**config.mk**
```make
export PLATFORM = sky130hd
export DESIGN_NAME = hbridge_gate_driver_flat
export DESIGN_NICKNAME = d
export VERILOG_FILES = /design/src/rtl/hbridge_gate_driver_if.sv /design/src/rtl/hbridge_gate_driver.sv /design/src/flat_wrapper.sv
export SDC_FILE = /design/constraint.sdc
export NUM_CORES = 1
export LEC_CHECK = 0
export BUFFER_PORTS_ARGS = -buffer_cell sky130_fd_sc_hd__buf_2
export CORE_UTILIZATION = 30
export CTS_CLUSTER_DIAMETER = 60
export CTS_CLUSTER_SIZE = 16
export DETAILED_ROUTE_END_ITERATION = 7
export PLACE_DENSITY_LB_ADDON = 0.1
export SYNTH_ARGS = -nofsm -noshare
export SYNTH_HDL_FRONTEND = slang
export SYNTH_SLANG_ARGS = --single-unit
```
**constraint.sdc**
```tcl
create_clock -name clk -period 2.2 [get_ports clk]
set_input_delay 0.44 -clock clk [delete_from_list [all_inputs] [get_ports clk]]
set_output_delay 0.44 -clock clk [all_outputs]
set_load 0.01 [all_outputs]
```
**src/rtl/hbridge_gate_driver_if.sv**
```systemverilog
// Command, status and gate-drive signals between the modulator side and hbridge_gate_driver.
// The driver takes the slave modport; the command source or bench takes the master modport.
interface hbridge_gate_driver_if #(
  parameter int CNT_W = 16
);
  logic             DRV0;
  logic             DRV1;
  logic             stdby;
  logic             fault_n;
  logic             fault_clr;
  logic             A_HI;
  logic             A_LO;
  logic             B_HI;
  logic             B_LO;
  logic             fault_latched;
  logic [CNT_W-1:0] illegal_cnt;

  modport master (
    output DRV0, DRV1, stdby, fault_n, fault_clr,
    input  A_HI, A_LO, B_HI, B_LO, fault_latched, illegal_cnt
  );

  modport slave (
    input  DRV0, DRV1, stdby, fault_n, fault_clr,
    output A_HI, A_LO, B_HI, B_LO, fault_latched, illegal_cnt
  );
endinterface

```
**src/rtl/hbridge_gate_driver.sv**
```systemverilog
// H-bridge gate driver: turns DRV0/DRV1 into four gate drives with dead time and a minimum pulse.
// Standby or a latched overcurrent fault forces every gate off.
module hbridge_gate_driver #(
  parameter int DEAD_CYCLES = 4,
  parameter int MIN_PULSE   = 2,
  parameter int CNT_W       = 16
) (
  input logic                 clk,
  input logic                 rst,
  hbridge_gate_driver_if.slave bus
);

  typedef enum logic [2:0] {
    ST_OFF     = 3'd0,
    ST_LO      = 3'd1,
    ST_DEAD_UP = 3'd2,
    ST_HI      = 3'd3,
    ST_DEAD_DN = 3'd4
  } leg_state_e;

  localparam logic [7:0] DEAD_C = 8'(DEAD_CYCLES);
  localparam logic [7:0] MIN_C  = 8'(MIN_PULSE);

  logic             fault_meta_r;
  logic             fault_sync_r;
  logic             fault_latched_r;
  logic             fault_latched_s;
  logic             enable_s;
  logic [1:0]       cmd_s;
  logic [1:0]       cmd_prev_r;
  logic             illegal_entry_s;
  logic [CNT_W-1:0] illegal_cnt_r;
  logic [CNT_W-1:0] illegal_cnt_s;
  logic [1:0]       tgt_hi_s;
  leg_state_e       state_r [2];
  leg_state_e       state_s [2];
  logic [7:0]       hold_r  [2];
  logic [7:0]       hold_s  [2];
  logic [7:0]       dead_r  [2];
  logic [7:0]       dead_s  [2];
  logic [1:0]       gate_hi_r;
  logic [1:0]       gate_lo_r;
  logic [1:0]       gate_hi_s;
  logic [1:0]       gate_lo_s;

  // Command decode, fault latch next value, enable and illegal-command counting.
  always_comb begin
    cmd_s    = {bus.DRV1, bus.DRV0};
    // bit 0 is leg A, bit 1 is leg B; 00 and 11 both leave the legs on LO
    tgt_hi_s = {(cmd_s == 2'b10), (cmd_s == 2'b01)};
    // A fault present in the same cycle as a clear keeps the latch set
    if (!fault_sync_r) begin
      fault_latched_s = 1'b1;
    end else if (bus.fault_clr) begin
      fault_latched_s = 1'b0;
    end else begin
      fault_latched_s = fault_latched_r;
    end
    enable_s        = !bus.stdby && !fault_latched_s;
    illegal_entry_s = (cmd_s == 2'b11) && (cmd_prev_r != 2'b11);
    if (illegal_entry_s && (illegal_cnt_r != {CNT_W{1'b1}})) begin
      illegal_cnt_s = illegal_cnt_r + CNT_W'(1);
    end else begin
      illegal_cnt_s = illegal_cnt_r;
    end
  end

  // Per-leg next state; gate enables decode from the next state so they can be registered.
  always_comb begin
    for (int i = 0; i < 2; i++) begin
      state_s[i]   = state_r[i];
      hold_s[i]    = hold_r[i];
      dead_s[i]    = dead_r[i];
      if (!enable_s) begin
        state_s[i] = ST_OFF;
        hold_s[i]  = 8'd0;
        dead_s[i]  = 8'd0;
      end else begin
        case (state_r[i])
          ST_OFF: begin
            state_s[i] = ST_DEAD_DN;
            dead_s[i]  = 8'd1;
          end
          ST_LO: begin
            if (tgt_hi_s[i] && (hold_r[i] >= MIN_C)) begin
              state_s[i] = ST_DEAD_UP;
              dead_s[i]  = 8'd1;
            end else if (hold_r[i] < MIN_C) begin
              hold_s[i] = hold_r[i] + 8'd1;
            end else begin
              hold_s[i] = hold_r[i];
            end
          end
          ST_HI: begin
            if (!tgt_hi_s[i] && (hold_r[i] >= MIN_C)) begin
              state_s[i] = ST_DEAD_DN;
              dead_s[i]  = 8'd1;
            end else if (hold_r[i] < MIN_C) begin
              hold_s[i] = hold_r[i] + 8'd1;
            end else begin
              hold_s[i] = hold_r[i];
            end
          end
          // Dead time always runs to completion regardless of the target
          ST_DEAD_UP: begin
            if (dead_r[i] >= DEAD_C) begin
              state_s[i] = ST_HI;
              hold_s[i]  = 8'd1;
            end else begin
              dead_s[i] = dead_r[i] + 8'd1;
            end
          end
          ST_DEAD_DN: begin
            if (dead_r[i] >= DEAD_C) begin
              state_s[i] = ST_LO;
              hold_s[i]  = 8'd1;
            end else begin
              dead_s[i] = dead_r[i] + 8'd1;
            end
          end
          default: begin
            state_s[i] = ST_OFF;
            hold_s[i]  = 8'd0;
            dead_s[i]  = 8'd0;
          end
        endcase
      end
      gate_hi_s[i] = (state_s[i] == ST_HI);
      gate_lo_s[i] = (state_s[i] == ST_LO);
    end
  end

  // State, fault synchroniser, latch, counter and registered gate outputs.
  always_ff @(posedge clk) begin
    if (rst) begin
      // The synchroniser idles at the no-fault level
      fault_meta_r    <= 1'b1;
      fault_sync_r    <= 1'b1;
      fault_latched_r <= 1'b0;
      cmd_prev_r      <= 2'b00;
      illegal_cnt_r   <= {CNT_W{1'b0}};
      gate_hi_r       <= 2'b00;
      gate_lo_r       <= 2'b00;
      for (int i = 0; i < 2; i++) begin
        state_r[i] <= ST_OFF;
        hold_r[i]  <= 8'd0;
        dead_r[i]  <= 8'd0;
      end
    end else begin
      fault_meta_r    <= bus.fault_n;
      fault_sync_r    <= fault_meta_r;
      fault_latched_r <= fault_latched_s;
      cmd_prev_r      <= cmd_s;
      illegal_cnt_r   <= illegal_cnt_s;
      gate_hi_r       <= gate_hi_s;
      gate_lo_r       <= gate_lo_s;
      for (int i = 0; i < 2; i++) begin
        state_r[i] <= state_s[i];
        hold_r[i]  <= hold_s[i];
        dead_r[i]  <= dead_s[i];
      end
    end
  end

  assign bus.A_HI          = gate_hi_r[0];
  assign bus.A_LO          = gate_lo_r[0];
  assign bus.B_HI          = gate_hi_r[1];
  assign bus.B_LO          = gate_lo_r[1];
  assign bus.fault_latched = fault_latched_r;
  assign bus.illegal_cnt   = illegal_cnt_r;

endmodule

```
**src/flat_wrapper.sv**
```systemverilog
// flat-port wrapper written by rule: the top's interface ports become plain ports
module hbridge_gate_driver_flat 
#(
  parameter int DEAD_CYCLES = 4,
  parameter int MIN_PULSE   = 2,
  parameter int CNT_W       = 16
)
  (clk, rst, bus_DRV0, bus_DRV1, bus_stdby, bus_fault_n, bus_fault_clr, bus_A_HI, bus_A_LO, bus_B_HI, bus_B_LO, bus_fault_latched, bus_illegal_cnt);
  hbridge_gate_driver_if #(.CNT_W(CNT_W)) bus_i ();
  input logic clk;
  input logic rst;
  input wire logic [$bits(bus_i.DRV0)-1:0] bus_DRV0;
  input wire logic [$bits(bus_i.DRV1)-1:0] bus_DRV1;
  input wire logic [$bits(bus_i.stdby)-1:0] bus_stdby;
  input wire logic [$bits(bus_i.fault_n)-1:0] bus_fault_n;
  input wire logic [$bits(bus_i.fault_clr)-1:0] bus_fault_clr;
  output wire logic [$bits(bus_i.A_HI)-1:0] bus_A_HI;
  output wire logic [$bits(bus_i.A_LO)-1:0] bus_A_LO;
  output wire logic [$bits(bus_i.B_HI)-1:0] bus_B_HI;
  output wire logic [$bits(bus_i.B_LO)-1:0] bus_B_LO;
  output wire logic [$bits(bus_i.fault_latched)-1:0] bus_fault_latched;
  output wire logic [$bits(bus_i.illegal_cnt)-1:0] bus_illegal_cnt;
  assign bus_i.DRV0 = bus_DRV0;
  assign bus_i.DRV1 = bus_DRV1;
  assign bus_i.stdby = bus_stdby;
  assign bus_i.fault_n = bus_fault_n;
  assign bus_i.fault_clr = bus_fault_clr;
  assign bus_A_HI = bus_i.A_HI;
  assign bus_A_LO = bus_i.A_LO;
  assign bus_B_HI = bus_i.B_HI;
  assign bus_B_LO = bus_i.B_LO;
  assign bus_fault_latched = bus_i.fault_latched;
  assign bus_illegal_cnt = bus_i.illegal_cnt;
  hbridge_gate_driver #(.DEAD_CYCLES(DEAD_CYCLES), .MIN_PULSE(MIN_PULSE), .CNT_W(CNT_W)) u_core (.clk(clk), .rst(rst), .bus(bus_i));
endmodule
```
Word level (Yosys, flattened, before mapping)
Memory sizes are Yosys's and may differ from the RTL's.
Cells that the tools add are included.

storage, ports and cells
  bits in writable memories = 38
  latch bits = 0
  memories = 3
  input port bits = 7
  output and inout bits = 21
  bits in read-only memories = 0
  word-level logic and storage cells = 104
  bits in registers = 25

memory list
  memory          depth  width  rd ports  clocked after memory_dff  wr ports  line                       text
  u_core.dead_r   2      8      2         0                         2         hbridge_gate_driver.sv:39  logic [7:0] dead_r [2];
  u_core.hold_r   2      8      2         0                         2         hbridge_gate_driver.sv:37  logic [7:0] hold_r [2];
  u_core.state_r  2      3      2         0                         2         hbridge_gate_driver.sv:35  leg_state_e state_r [2];

operators by class
  shifts and indexed selects = 0
  bitwise gates (word level) = 6
  divide/modulo/power cells = 0
  reductions and logical operators = 15
  eq/ne operators = 17
  muxes and demuxes = 45
  magnitude comparators = 6
  add/sub/neg operators = 5
  multiply operators = 0

operator list
  operator               count
  $mux 8                 22
  $pmux 8 s4             4
  $mux 3                 12
  $add 8x1->8 const B    4
  $pmux 3 s5             2
  $eq 3x2->1 const B     6
  $add 16x1->16 const B  1
  $ge 8x2->1 const B     2
  $ge 8x3->1 const B     2
  $lt 8x2->1 const B     2
  $ne 16x16->1 const B   1
  $eq 3x1->1 const B     4
  $logic_and 1x1->1      7
  $eq 3x3->1 const B     2
  $logic_not 3->1        2
  $or 1x1->1             6
  $mux 1                 5
  $eq 2x2->1 const B     2
  $logic_not 1->1        4
  $reduce_or 2->1        2
  $eq 2x1->1 const B     1
  $ne 2x2->1 const B     1

Logic depth before layout (Yosys ltp)
  depth in word-level cells = 7
  gate-level depth with buffers = 8
  depth with buffers taken out = 7

Least setup slack after synthesis
Ideal clock, no wire load.

  path kind = reg2reg
  start = mem u_core.hold_r[0][0]
  end = mem u_core.dead_r[0][4]
  stages on the path, launching flop included = 9
  buffers on the path = 1
  clock period less this slack = 1887 ps
  library setup time = 70 ps
  data arrival time = 1817 ps
  path slack = 313 ps
  data required time = 2130 ps
  path through = dfxtp_1 > inv_1 > ha_1 > or4_4 > nor2_2 > nor2_1 > or3_1 > clkbuf_1 > a21oi_1

RTL lines
  what         line
  from (decl)  hbridge_gate_driver.sv:37
  to (decl)    hbridge_gate_driver.sv:39

==> summary by stage <==
Outcome
The flow ran to the end, and the final reports show no timing, DRC or antenna violations.

Worst setup path
The maximum net fanout on the critical path is 6. STA classifies the critical path endpoint as a register. The required time at the worst-slack endpoint is about 2500 ps. The critical path goes through inv_1 > ha_1 > or4_4 > nor2_2 > nor2_1 > or3_1 > a21oi_1. In this design, the stage delay of the slowest critical-path cell is between 400 and 500 ps. The kind of launch point of the worst setup path is a register. Data arrives at the worst endpoint at between 2000 and 2500 ps. The largest individual stage delay along the critical path comes from the cell or3_1.

The category of the critical setup timing path is register to register.

Die
The area of the die is between 10000 and 15000 sq um. In this run the vertical extent of the chip is between 100 and 150 um. In this run the core area contains 37 standard-cell rows. The number of top-level design ports is 28. The die boundary width is about 100 um. For this configuration, the core starts out at a cell density of 0.308. The core region is 10200 sq um.

Global routing
The overflow left after global routing is 0. For this run, the total global-route usage over all layers was measured as 0.140. The number of antenna violations at the first check in global routing was 0.

The first global-routing pass estimated around 12000 um of wire. The pin count of the biggest net entering global routing is 23. The number of global-route vias before repair is 2577.

STA
Adding up every negative setup slack in the final design gives 0 ps. The worst-margin pin slew is between 500 and 600 ps. Measured against its own limit, the worst slew margin works out to 0.660.

The final-report max-slew violation count was 0. Setup violations remaining at the end of the flow were counted as 0. Of the available clock period, the critical path in the final layout requires 0.921.

The routed design could run at a clock period as short as ~2000 ps. For this run, the top clock speed supported by timing is about 0.5 GHz. The worst hold margin is 281 ps. Setup repair after global routing left no endpoint under its margin. Clock skew on the completed layout was measured at between 8 and 9 ps.

The number of failing hold endpoints at the final stage was 0.

Layout
The fraction of final layout cells sized beyond drive strength 1 is 0.181. The area growth from synthesis to layout is 16.1%. The final net count is 414. The number of antenna repair diodes is 0. The number of filler cells placed in the layout is around 1100.

Route
Detailed routing inserted a total of 2687 vias. The number of remaining DRC errors is 0. In the final routed layout, each cell accounts on average for about 13 um. The number of vias per cell after detailed routing is 4.99.

The detailed router finished its first iteration with 81 violations. For this run, the detailed router's first-pass iteration total came to 4. For this block, the routed nets add up to about 7200 um of wire. The remaining antenna violation count is 0.

Synthesis
The proportion of synthesized flip-flops having asynchronous set or reset is 0. In this run the cell area of the synthesized design comes to approximately 3200 sq um. Ranked by total cell area, the synthesized netlist is headed by dfxtp_1 (40%), nor2_1 (5.5%), ha_1 (3.6%). The synthesized design spends more area on one cell type than any other, namely dfxtp_1. The fraction of synthesized cell area taken by the top area cell type is 0.400.

The commonest cells after synthesis are dfxtp_1 (63), nor2_1 (46), nand2_1 (23). The total nets after synthesis is between 300 and 400. In this run, synthesis inferred 0 flip-flops with an integrated enable. The part of the Yosys area used for sequential elements is 0.400. The most instantiated library cell after synthesis is dfxtp_1. The average size of a mapped cell is 8.63 sq um. The number of warnings issued by yosys is 0.

Synthesis inferred 63 register bits. The number of cells produced by synthesis is between 300 and 400. The distinct cell type count after synthesis is 60.

Among all flip-flop cells after synthesis, the most frequent one is dfxtp_1.

Clock network
The post-cts sizing count is 0. The number of buffers added to fix hold violations after cts is 0. In this run the clock root is driven by a clkbuf_8. After clock tree synthesis, the clock-pin slew on the worst setup and hold paths is roughly 80 ps.

No sink is reached through more buffers than the 2 on the longest clock path. The CTS buffer count is 9. The number of setup buffers added after CTS is 0.

At the later pin of the worst-skew pair, clock insertion delay measures 330 ps. TritonCTS built the clock tree. The level count of the clock H-tree is 3. The number of sinks handled by clock tree synthesis is 63.

Pwr
VDD sags by at most 293 uV. The reported leakage power is roughly 1.4 nW. In this run the power density over the cells is just over 600 nW/um^2.

Run
The count of max-cap constraint violations is 0.

Placement
After legalization and detailed placement, the total HPWL measured 5100 um. The count of buffers added on input and output ports is 27. At the end of routability-driven placement, the weighted congestion stood at 0.743.

Hold path
The path type of the worst min-delay path is primary input to register.
-- flip-flops by register name (all words and copies together) (netlist names) --
name and count:
u_core.gate_lo_r 2, u_core.fault_sync_r 1, u_core.dead_r 16, u_core.bus.fault_latched 1, u_core.cmd_prev_r 2, u_core.gate_hi_r 2
u_core.bus.illegal_cnt 16, u_core.state_r 6, u_core.fault_meta_r 1, u_core.hold_r 16
-- cell families (layout without fill, tap and decap cells) --
family	after synthesis	in the layout	share of synthesized area
XOR/XNOR	13	13	0.0361
adder cells (fa/ha/maj)	9	9	0.0357
AND/OR/NAND/NOR	177	177	0.317
AO/OA/AOI/OAI	73	73	0.160
flip-flops	63	63	0.400
buffers and inverters	24	62	0.0314
multiplexers	6	6	0.0191
-- critical path: cells and delay by family (launching register included) --
family                   cells  cell delay (ps)
AND/OR/NAND/NOR              4             1190
flip-flops                   1              370
adder cells (fa/ha/maj)      1              190
AO/OA/AOI/OAI                1              150
buffers and inverters        1               70
-- where the power goes --
| group | leakage, nW | switching [mW] | internal, mW |
|---|---|---|---|
| Sequential | 0.510 | 0.0117 | 1.15 |
| Clock | 0.0960 | 0.475 | 0.520 |
| Combinational | 0.793 | 0.0551 | 0.0379 |
| Total | 1.40 | 0.542 | 1.71 |
-- cells in the final DEF (no fill, tap or decap), types with 2 or more instances in the layout --
master	Yosys	final
dfxtp_1	63	63
nor2_1	46	46
buf_2	1	27
nand2_1	23	23
nor3_1	18	18
a21oi_1	17	17
o21ai_0	12	12
a31oi_1	11	11
buf_4	0	11
and3_1	10	10
and2_1	10	10
nand4_1	9	9
ha_1	9	9
clkbuf_8	0	9
inv_1	8	8
xor2_1	8	8
nand2b_1	8	8
nand3_1	7	7
or3_1	6	6
a41oi_1	6	6
nor2b_1	6	6
mux2i_1	6	6
nor4_1	5	5
o21a_1	5	5
xnor2_1	5	5
a211oi_1	4	4
or4_4	4	4
or2_2	4	4
and4_1	3	3
o211ai_1	3	3
clkinv_2	0	3
nand3b_1	2	2
nor3b_1	2	2
and2b_1	2	2
a311oi_1	2	2
-- per-layer routing --
| metal | routed length, um | track usage |
|---|---|---|
| met1 | 3700 | 0.190 |
| met2 | 3190 | 0.214 |
| met3 | 183 | 0.0251 |
| met4 | 85 | 0.0622 |
| met5 | 0 | 0 |
-- metrics by stage --
step / utilization / area (sq um) / std cells / total power [mW] / setup WS, ps
finish: 0.358 / 3660 / 539 / 2.25 / 174
global placement: 0.339 / 3470 / 523 / 1.28 / 184
global route: 0.358 / 3660 / 539 / 2.36 / 63.7
floorplan: - / 3150 / 365 / 1.25 / 313
CTS: 0.358 / 3660 / 539 / 2.30 / 164
detailed placement: 0.339 / 3470 / 523 / 1.28 / 139
-- final timing paths --
kind | startpoint | to | slack (ps) | depth (start not counted)
setup / recovery | u_core.hold_r[0][0] | u_core.dead_r[0][4] | 170 | 7
hold / removal | bus_fault_n | u_core.fault_meta_r | 280 | 2
setup reg to reg | u_core.hold_r[0][0] | u_core.dead_r[0][4] | 170 | 7
hold reg to reg | u_core.fault_meta_r | u_core.fault_sync_r | 420 | 1
-- cell type report --
cell class / count / area, sq um / area share
multi-input combinational: 278 / 1790 / 0.489
sequential: 63 / 1260 / 0.345
timing repair buffer: 38 / 218 / 0.0595
tap: 136 / 170 / 0.0465
clock buffer: 10 / 128 / 0.0349
clock inverter: 6 / 61.3 / 0.0168
inverter: 8 / 30.0 / 0.00821
No activity file was read; power rests on OpenSTA's default activity.
